==> config.mk <==
export PLATFORM = sky130hd
export DESIGN_NAME = fifo_rd_stream
export DESIGN_NICKNAME = d
export VERILOG_FILES = /design/src/rtl/fifo_pkg.sv /design/src/rtl/fifo_skid_buf.sv /design/src/rtl/fifo_rd_stream.sv
export SDC_FILE = /design/constraint.sdc
export NUM_CORES = 1
export LEC_CHECK = 0
export ABC_AREA = 1
export CORE_MARGIN = 1
export CORE_UTILIZATION = 49
export DETAILED_ROUTE_END_ITERATION = 16
export PLACE_DENSITY = 0.79
export SLEW_MARGIN = 20
export SYNTH_ARGS = -nofsm -noshare
export SYNTH_HDL_FRONTEND = slang
export SYNTH_SLANG_ARGS = --single-unit
==> constraint.sdc <==
create_clock -name clk -period 2.2 [get_ports clk]
set_input_delay 0.22 -clock clk [delete_from_list [all_inputs] [get_ports clk]]
set_output_delay 0.22 -clock clk [all_outputs]
set_load 0.05 [all_outputs]
==> src/rtl/fifo_pkg.sv <==
// Shared definitions for the FIFO read-side adapter: default word width and
// the occupancy encoding of the two-entry output buffer.
package fifo_pkg;

  localparam int WIDTH_DEF = 8;

  typedef enum logic [1:0] {
    OCC_EMPTY = 2'd0,
    OCC_ONE   = 2'd1,
    OCC_TWO   = 2'd2
  } occ_e;

endpackage

==> src/rtl/fifo_skid_buf.sv <==
// Two-entry registered buffer: the head entry drives the output, the second
// entry catches a word that arrives while the head is stalled.
module fifo_skid_buf
  import fifo_pkg::*;
#(
  parameter int WIDTH = WIDTH_DEF
) (
  input  logic             clk,
  input  logic             rst,
  input  logic             wr,
  input  logic [WIDTH-1:0] wr_data,
  input  logic             pop,
  output occ_e             occ,
  output logic [WIDTH-1:0] head
);

  logic [WIDTH-1:0] skid;
  logic             skid_load;

  // Skid entry fills only when a word lands behind a held head, or refills as it moves up.
  assign skid_load = wr && (((occ == OCC_ONE) && !pop) || ((occ == OCC_TWO) && pop));

  always_ff @(posedge clk) begin
    if (skid_load) skid <= wr_data;
  end

  always_ff @(posedge clk) begin
    if (rst) begin
      occ  <= OCC_EMPTY;
      head <= '0;
    end else begin
      case (occ)
        OCC_EMPTY: begin
          if (wr) begin
            head <= wr_data;
            occ  <= OCC_ONE;
          end
        end
        OCC_ONE: begin
          if (wr && pop) begin
            head <= wr_data;
          end else if (wr) begin
            occ <= OCC_TWO;
          end else if (pop) begin
            occ <= OCC_EMPTY;
          end
        end
        OCC_TWO: begin
          if (pop) begin
            head <= skid;
            if (!wr) occ <= OCC_ONE;
          end
        end
        default: occ <= OCC_EMPTY;
      endcase
    end
  end

endmodule

==> src/rtl/fifo_rd_stream.sv <==
// Read-side adapter for the synchronous FIFO: issues reads on a credit basis,
// absorbs the one-cycle read latency and presents words on a valid/ready stream.
module fifo_rd_stream
  import fifo_pkg::*;
#(
  parameter int WIDTH = WIDTH_DEF,
  parameter int CNT_W = 16
) (
  input  logic             clk,
  input  logic             rst,
  input  logic             en,
  input  logic             fifo_empty,
  input  logic [WIDTH-1:0] fifo_data,
  output logic             fifo_rd_en,
  output logic             m_valid,
  output logic [WIDTH-1:0] m_data,
  input  logic             m_ready,
  output logic [CNT_W-1:0] words_out
);

  occ_e       occ;
  logic       inflight;
  logic       pop;
  logic [1:0] load;

  assign m_valid = (occ != OCC_EMPTY);
  assign pop     = m_valid && m_ready;
  assign load    = 2'(occ) + {1'b0, inflight};

  // A slot freed by this cycle's pop may be reused at once, hence the m_ready path into rd_en.
  assign fifo_rd_en = !rst && en && !fifo_empty &&
                      ((load < 2'd2) || ((load == 2'd2) && pop));

  // Read issued -> FIFO data valid next cycle
  always_ff @(posedge clk) begin
    if (rst) inflight <= 1'b0;
    else     inflight <= fifo_rd_en;
  end

  always_ff @(posedge clk) begin
    if (rst)      words_out <= '0;
    else if (pop) words_out <= words_out + 1'b1;
  end

  // Captured word -> registered output buffer
  fifo_skid_buf #(
    .WIDTH(WIDTH)
  ) u_buf (
    .clk    (clk),
    .rst    (rst),
    .wr     (inflight),
    .wr_data(fifo_data),
    .pop    (pop),
    .occ    (occ),
    .head   (m_data)
  );

endmodule

* Word-level counts from Yosys, hierarchy flattened
Cells that the tools add are included.
** Storage, ports and cells
- Bits in registers :: 35
- Output and inout port bits :: 26
- Input bits :: 13
- Logic and storage cells :: 47
** Operators by class
- Muxes and demuxes :: 11
- Reductions and logical operators :: 19
- Magnitude comparators :: 1
- $add $sub $neg :: 2
- Eq/ne operators :: 9
** Operator list (number)
- $mux 8 :: 3
- $pmux 8 s3 :: 1
- $add 16x1->16 const B :: 1
- $mux 2 :: 6
- $ne 2x2->1 const B :: 5
- $logic_and 1x1->1 :: 9
- $pmux 2 s3 :: 1
- $reduce_and 5->1 :: 1
- $eq 2x2->1 const B :: 2
- $reduce_and 4->1 :: 1
- $logic_not 1->1 :: 3
- $ne 3x3->1 const B :: 1
- $reduce_bool 3->1 :: 1
- $add 2x1->2 :: 1
- $eq 2x1->1 const B :: 1
- $logic_not 2->1 :: 1
- $logic_or 1x1->1 :: 2
- $lt 2x2->1 const B :: 1
- $reduce_bool 2->1 :: 1

* Depth between registers and ports, before layout
Gate-level depths: netlist of run 1.
- Word-level depth :: 6
- Gate-level depth with buffers :: 8
- Gate-level depth less buffers :: 8

* By module
From an unflattened synthesis of run 1, not the netlist that was laid out.
** Second synthesis, totals
- Cell total of the unflattened synthesis :: 231
- Area total of the unflattened synthesis :: 1735.4 µm²
** By module, submodules not included
- fifo_rd_stream :: seq. area each 340.3 µm², times used 1, cells each 136, area each 900.9 µm²
- fifo_skid_buf :: seq. area each 440.4 µm², times used 1, cells each 95, area each 834.6 µm²

* Least setup slack after synthesis of run 1
Ideal clock, no wire load.
- Path kind :: register to register
- Start point :: reg u_buf.occ[0]
- End point :: reg u_buf.skid[0], enable pin
- Period minus slack after synthesis :: 1866 ps
- Library setup time :: 388 ps
- Path buffers :: 0
- Arrival time :: 1478 ps
- Required time :: 1812 ps
- Setup slack :: 334 ps
- Stages on the path, launching flop included :: 3
- Cell sequence :: dfxtp_1 > o21ai_4 > a221oi_1
** On the way
- Word-level cells in the longest chain between the ends :: 6
- Elaborated cells between the ends (all ways) :: 9
- Classes of those cells :: eq/ne: 2; reduce/logical: 7
** RTL lines
- from (decl) :: line fifo_skid_buf.sv:13 : output occ_e occ,
- from (signal assigned) :: line fifo_skid_buf.sv:29 : occ <= OCC_EMPTY;
- from (signal assigned) :: line fifo_skid_buf.sv:36 : occ <= OCC_ONE;
- from (signal assigned) :: line fifo_skid_buf.sv:43 : occ <= OCC_TWO;
- $reduce_bool 2->1 :: line fifo_rd_stream.sv:26 : assign m_valid = (occ != OCC_EMPTY);
- $logic_and 1x1->1 :: line fifo_rd_stream.sv:27 : assign pop = m_valid && m_ready;
- $logic_not 1->1 :: line fifo_skid_buf.sv:21 : assign skid_load = wr && (((occ == OCC_ONE) && !pop) || ((occ == OCC_TWO) && pop));
- $logic_and 1x1->1 :: line fifo_skid_buf.sv:21
- $logic_or 1x1->1 (*) :: line fifo_skid_buf.sv:21
- $logic_and 1x1->1 (*) :: line fifo_skid_buf.sv:21
- named net u_buf.skid_load :: line fifo_skid_buf.sv:18 : logic skid_load;
- to (signal assigned) :: line fifo_skid_buf.sv:24 : if (skid_load) skid <= wr_data;
- to (decl) :: line fifo_skid_buf.sv:17 : logic [WIDTH-1:0] skid;
Mark *: on every way through the listed nets, which the timed path passes. The rest lies on a longest branch.
A chain may end at the register's enable or synchronous reset.

* Final worst setup path of run 1
- Start point :: reg u_buf.occ[1]
- End point :: out m_valid
** On the way
- Word-level cells in the longest chain between the ends :: 1
** RTL lines
- $reduce_bool 2->1 :: line fifo_rd_stream.sv:26
- to (decl) :: line fifo_rd_stream.sv:15 : output logic m_valid,
Every way passes these cells.

==> flow_summary.toml, run 1 <==
[place]
place_congestion = 0.829
preCtsSetupSlack_ns = 0.398
io_buffers = 38
dp_hpwl_um = 2540
dp_cells = 298
placed_area_um2 = 2110

[pwr]
p_leak_nw = 0.825
vdd.ir_drop.worst_uv = 449
pwr_density_cell_nw_per_um2 = 610
finalPower_mw = 1.35

[cells_and_area]
multi_input_area_um2 = 798
syn2layout_area_growth_pct = 31.6
fillCellCount = 282
fin_util_pct = 70.0
diodes = 0
seq_area_um2 = 782
nets = 276
design_area_um2 = 2210
final_common_cell = "nand2_1"
finalNonFillerCells = 306
layout_common_cells = "nand2_1, nor2_1, clkdlybuf4s50_1"
drive_gt1_share_pct = 9.54

[logic_synthesis]
netlist_area_um2 = 1680
yosysWarningCount = 0
yosysTopAreaCell = "dfxtp_1"
avgSynthCellArea_um2 = 7.70
yosys_register_bits = 35
ys_seq_area_share_pct = 46.5
synth_cell_types = 30
synthCells = 218
synth_top_area_share_pct = 32.2
synth_area_leaders = "dfxtp_1, edfxtp_1, nand2_1, nor2_1, nor2_4"
syn-num-nets = 233

[timing]
worst_pin_slew_ns = 0.546
max_freq_mhz = 484
fin_crit_ns = 2.07
timing.final.crit_share_pct = 93.9
timing.hold.ws_ns = 0.482
fin_ws_ns = 0.135
hold_viol = 0
max_slew_margin_pct = 63.6
setup_viol = 0
finClkSkew_ns = 0.0111
finalMaxSlewViolations = 0
tns_ns = 0
rsz0062_at_grt = "false"

[clock_tree]
cts_tree = "built"
cts.sink_count = 35
max-clock-path-buffers = 2
cts_root_buf = "clkbuf_4"
postCtsHoldBufs = 0
clkTransAtPathRegs_ns = 0.11
clk_latency_ns = 0.34
numCtsBuffers = 5
htree_num_levels = 2

[route]
drc = 0
post_drt_via_cell_ratio = 4.92
vias = 1505
wl_um = 3450
dr.pass1.iters = 5
drtIter0Drc = 64
ant_nets = 0
wire_per_inst_um = 11.3

[run]
max_cap_violations = 0

[critical_path]
end_kind = "primary output"
required_ns = 1.98
critPathKind = "flip-flop to primary output"
reg2reg_depth = 7
crit_arrival_ns = 1.85
cp-start-kind = "flip-flop"
path_max_fanout = 6

[hold_path]
hold_depth = 1
min_path_type = "input port to flip-flop"

[outcome]
status = "finished, final reports clean"

[floorplan]
initial_core_util_pct = 53.2
rows = 20
io_pins = 39
core_area_um2 = 3150
dieArea_um2 = 3660
die_h_um = 60.5
die_x_um = 60.5

[global_route]
grt_pass1_wl_um = 5890
grtUsageTotal_pct = 22.2
grt_max_degree = 23
globalRoute.totalOverflow = 0
grt_pass1_vias = 1355
antenna_found_initial = 0
power breakdown:
part	total [mW]	switching [mW]	internal, mW
logic	0.143	0.0855	0.0574
clock network	0.528	0.219	0.309
registers	0.677	0.00881	0.668
total	1.35	0.313	1.03
critical path, stage by stage (launching register included):
cell and delay, ns:
dfxtp_1 0.56, nor2_4 0.09, inv_1 0.07, clkdlybuf4s50_1 0.79
area by class of cell:
cell class | count | area share [%]
Inverter | 21 | 3.57
Tap cell | 44 | 2.49
Timing Repair Buffer | 39 | 18.0
Sequential cell | 35 | 35.4
Clock inverter | 1 | 1.36
Multi-Input combinational cell | 159 | 36.1
Clock buffer | 7 | 3.00
metal layers:
metal / vias up / GRT usage, % / wire length [µm]
met3: 5 / 5.33 / 127
met5: - / 0 / 0
li1: 792 / - / -
met2: 33 / 36.7 / 1710
met4: 0 / 10.1 / 54
met1: 675 / 27.6 / 1550
final timing paths:
path	start	endpoint	slack, ns
max	u_buf.occ[1]$_SDFFE_PP0P_	m_valid	0.13
min	fifo_data[2]	u_buf.skid[2]$_DFFE_PP_	0.48
max reg2reg	u_buf.occ[1]$_SDFFE_PP0P_	u_buf.head[4]$_SDFFE_PP0P_	0.69
min reg2reg	u_buf.head[6]$_SDFFE_PP0P_	u_buf.head[6]$_SDFFE_PP0P_	0.50
Yosys cell counts (all sizes together):
cell type and count:
clkbuf 1, inv 20, a31oi 1, a221oi 1, o211a 2, dfxtp 27, nand2 52, o22ai 1
clkinv 1, a21oi 9, ha 2, o21bai 1, nand3b 1, xnor2 1, nor3 2, o21ai 17
buf 2, nor2 55, nand3 12, edfxtp 8, nand4 2
logic make-up after synthesis:
logic type	after synthesis	synth area share, %
and+or+nand+nor	124	33.2
buffers and inverters	24	5.89
AOI/OAI and AO/OA	32	12.4
DFF	35	46.5
xor gates and xnor gates	1	0.522
adders and majority gates	2	1.49
state kept, by name, indices dropped and copies added (netlist names):
name	count
u_buf.skid	8
inflight	1
u_buf.occ	2
words_out	16
u_buf.head	8
repair_timing:
action / in CTS / in global routing
resized for setup: 0 / 1
hold endpoints to repair: 0 / 0
buffers inserted: 0 / 0
endpoints found under the setup margin: 0 / 1
(Power assumes the default switching activity.)
==> run 2: changes to the inputs <==
==> constraint.sdc (replaced) <==
create_clock -name clk -period 2.2 [get_ports clk]
set_input_delay 0.44 -clock clk [delete_from_list [all_inputs] [get_ports clk]]
set_output_delay 0.44 -clock clk [all_outputs]
set_load 0.05 [all_outputs]
==> run 2 against run 1 <==
Register-to-register slack lost 0.03 ns; combinational power grew 3%; worst hold slack gained 0.0034 ns; sequential power is essentially flat; clock power shrank 30%; global-route usage shrank 1.6 points; cell count grew 0.98%; critical endpoint is now words_out[10]; highest routed layer unchanged.
==> flow_summary.toml, run 2 (same netlist as run 1, synthesis figures left out) <==
[critical_path]
crit_chain = "clkdlybuf4s50_1"
cpPeakStageDelay_ns = 0.85
cp-start-kind = "flip-flop"
end_kind = "primary output"
crit_arrival_ns = 1.65
critPathKind = "flip-flop to primary output"
crit_slowest_cell = "clkdlybuf4s50_1"
crit_buf_inv = 1
path_max_fanout = 7
required_ns = 1.76
path_delay_family = "buffers and inverters"

[cells_and_area]
fillCellCount = 285
nets = 279
drive_gt1_share_pct = 10.9
diodes = 0
final_common_cell = "nand2_1"
design_area_um2 = 2190
fin_util_pct = 69.6
regMostFlops = "words_out"
top_regs = "words_out x16, u_buf.head x8, u_buf.skid x8"
layout_common_cells = "nand2_1, nor2_1, clkdlybuf4s50_1"
largest_reg_flops = 16
syn2layout_area_growth_pct = 30.8

[global_route]
antenna_found_initial = 0
grt_max_degree = 23
grtUsageTotal_pct = 20.6
grt_pass1_vias = 1328
globalRoute.totalOverflow = 0
grt_pass1_wl_um = 5500

[timing]
max_freq_mhz = 477
timing.final.crit_share_pct = 95.2
fin_ws_ns = 0.105
hold_viol = 0
max_slew_margin_pct = 66.4
setup_viol = 0
finalMaxSlewViolations = 0
rsz0062_at_grt = "false"
tns_ns = 0
finClkSkew_ns = 0.00446
fin_crit_ns = 2.09
worst_pin_slew_ns = 0.502

[route]
dr.pass1.iters = 4
ant_nets = 0
wire_per_inst_um = 10.8
drtIter0Drc = 77
wl_um = 3350
vias = 1536
post_drt_via_cell_ratio = 4.97
drc = 0

[pwr]
finalPower_mw = 1.19
pwr_density_cell_nw_per_um2 = 543
vdd.ir_drop.worst_uv = 336
intPower_uw = 880
sw_frac_of_total_pct = 26.1
pwr-share-comb_pct = 12.3
sequentialPowerShare_pct = 56.8
p_leak_nw = 0.822
power.switching_uw = 312
p_clk_share_pct = 30.9

[clock_tree]
cts_root_buf = "clkbuf_4"
numCtsBuffers = 5
postCtsHoldBufs = 0
clkTransAtPathRegs_ns = 0.10
clk_latency_ns = 0.34
cts_tree = "built"
htree_num_levels = 2
max-clock-path-buffers = 2
cts_setup_buffers = 0
cts.sink_count = 35

[place]
preCtsSetupSlack_ns = 0.179
io_buffers = 38
placed_area_um2 = 2130
dp_hpwl_um = 2490
place_congestion = 0.855

[floorplan]
io_pins = 39
die_x_um = 60.5
dieArea_um2 = 3660
core_area_um2 = 3150
rows = 20
die_h_um = 60.5
initial_core_util_pct = 53.2

[outcome]
status = "finished, final reports clean"

[hold_path]
min_path_type = "flip-flop to flip-flop"

[run]
max_cap_violations = 0
==> run 2: cell types whose count changed in the layout (fill, tap and decap cells not counted) <==
cell	delta
clkdlybuf4s50_1	-1
clkinvlp_4	+1
clkinv_1	+1
buf_4	+4
clkbuf_8	+1
clkbuf_16	-1
bufinv_16	-1
clkbuf_1	-1
==> run 2: timing repair <==
action,CTS,global route
hold endpoints to repair,0,0
resized for setup,0,1
endpoints found under the setup margin,0,1
==> run 2: final cells by class <==
class | instances | area (µm²) | area share, %
Clock buffer | 6 | 51.3 | 2.34
Timing Repair Buffer | 42 | 418 | 19.0
Multi-Input combinational cell | 159 | 798 | 36.4
Inverter | 21 | 78.8 | 3.59
Sequential cell | 35 | 782 | 35.6
Clock inverter | 2 | 11.3 | 0.513
Tap cell | 44 | 55.1 | 2.51
==> run 2: stage by stage <==
stage,cells,hold slack [ns]
detailed placement,301,0.471
global placement,301,0.459
floorplan,218,0.509
global route,309,0.518
finish,309,0.485
CTS,309,0.491
==> run 2: final timing paths <==
kind | startpoint | end | slack [ns] | depth (start not counted)
worst max-delay path | words_out[10]$_SDFFE_PP0P_ | words_out[10] | 0.11 | 1
worst min register to register | words_out[5]$_SDFFE_PP0P_ | words_out[5]$_SDFFE_PP0P_ | 0.49 | 2
worst max register to register | u_buf.occ[1]$_SDFFE_PP0P_ | u_buf.head[4]$_SDFFE_PP0P_ | 0.66 | 7
worst min-delay path | words_out[5]$_SDFFE_PP0P_ | words_out[5]$_SDFFE_PP0P_ | 0.49 | 2
==> run 2: power groups by stage <==
stage	logic [mW]	clock network [mW]	registers, mW
6_report	0.147	0.369	0.677
5_1_grt	0.159	0.410	0.679
4_1_cts	0.148	0.380	0.677
3_5_place_dp	0.147	0	0.691
3_3_place_gp	0.145	0	0.691
2_1_floorplan	0.0534	0	0.722
==> run 2: per-layer routing <==
layer,track usage [%],vias to the layer above,share of wire [%]
met3,4.90,8,5.1
met2,34.5,58,47
met1,24.1,676,45
li1,-,794,-
met4,12.0,0,2.2
met5,0,-,0
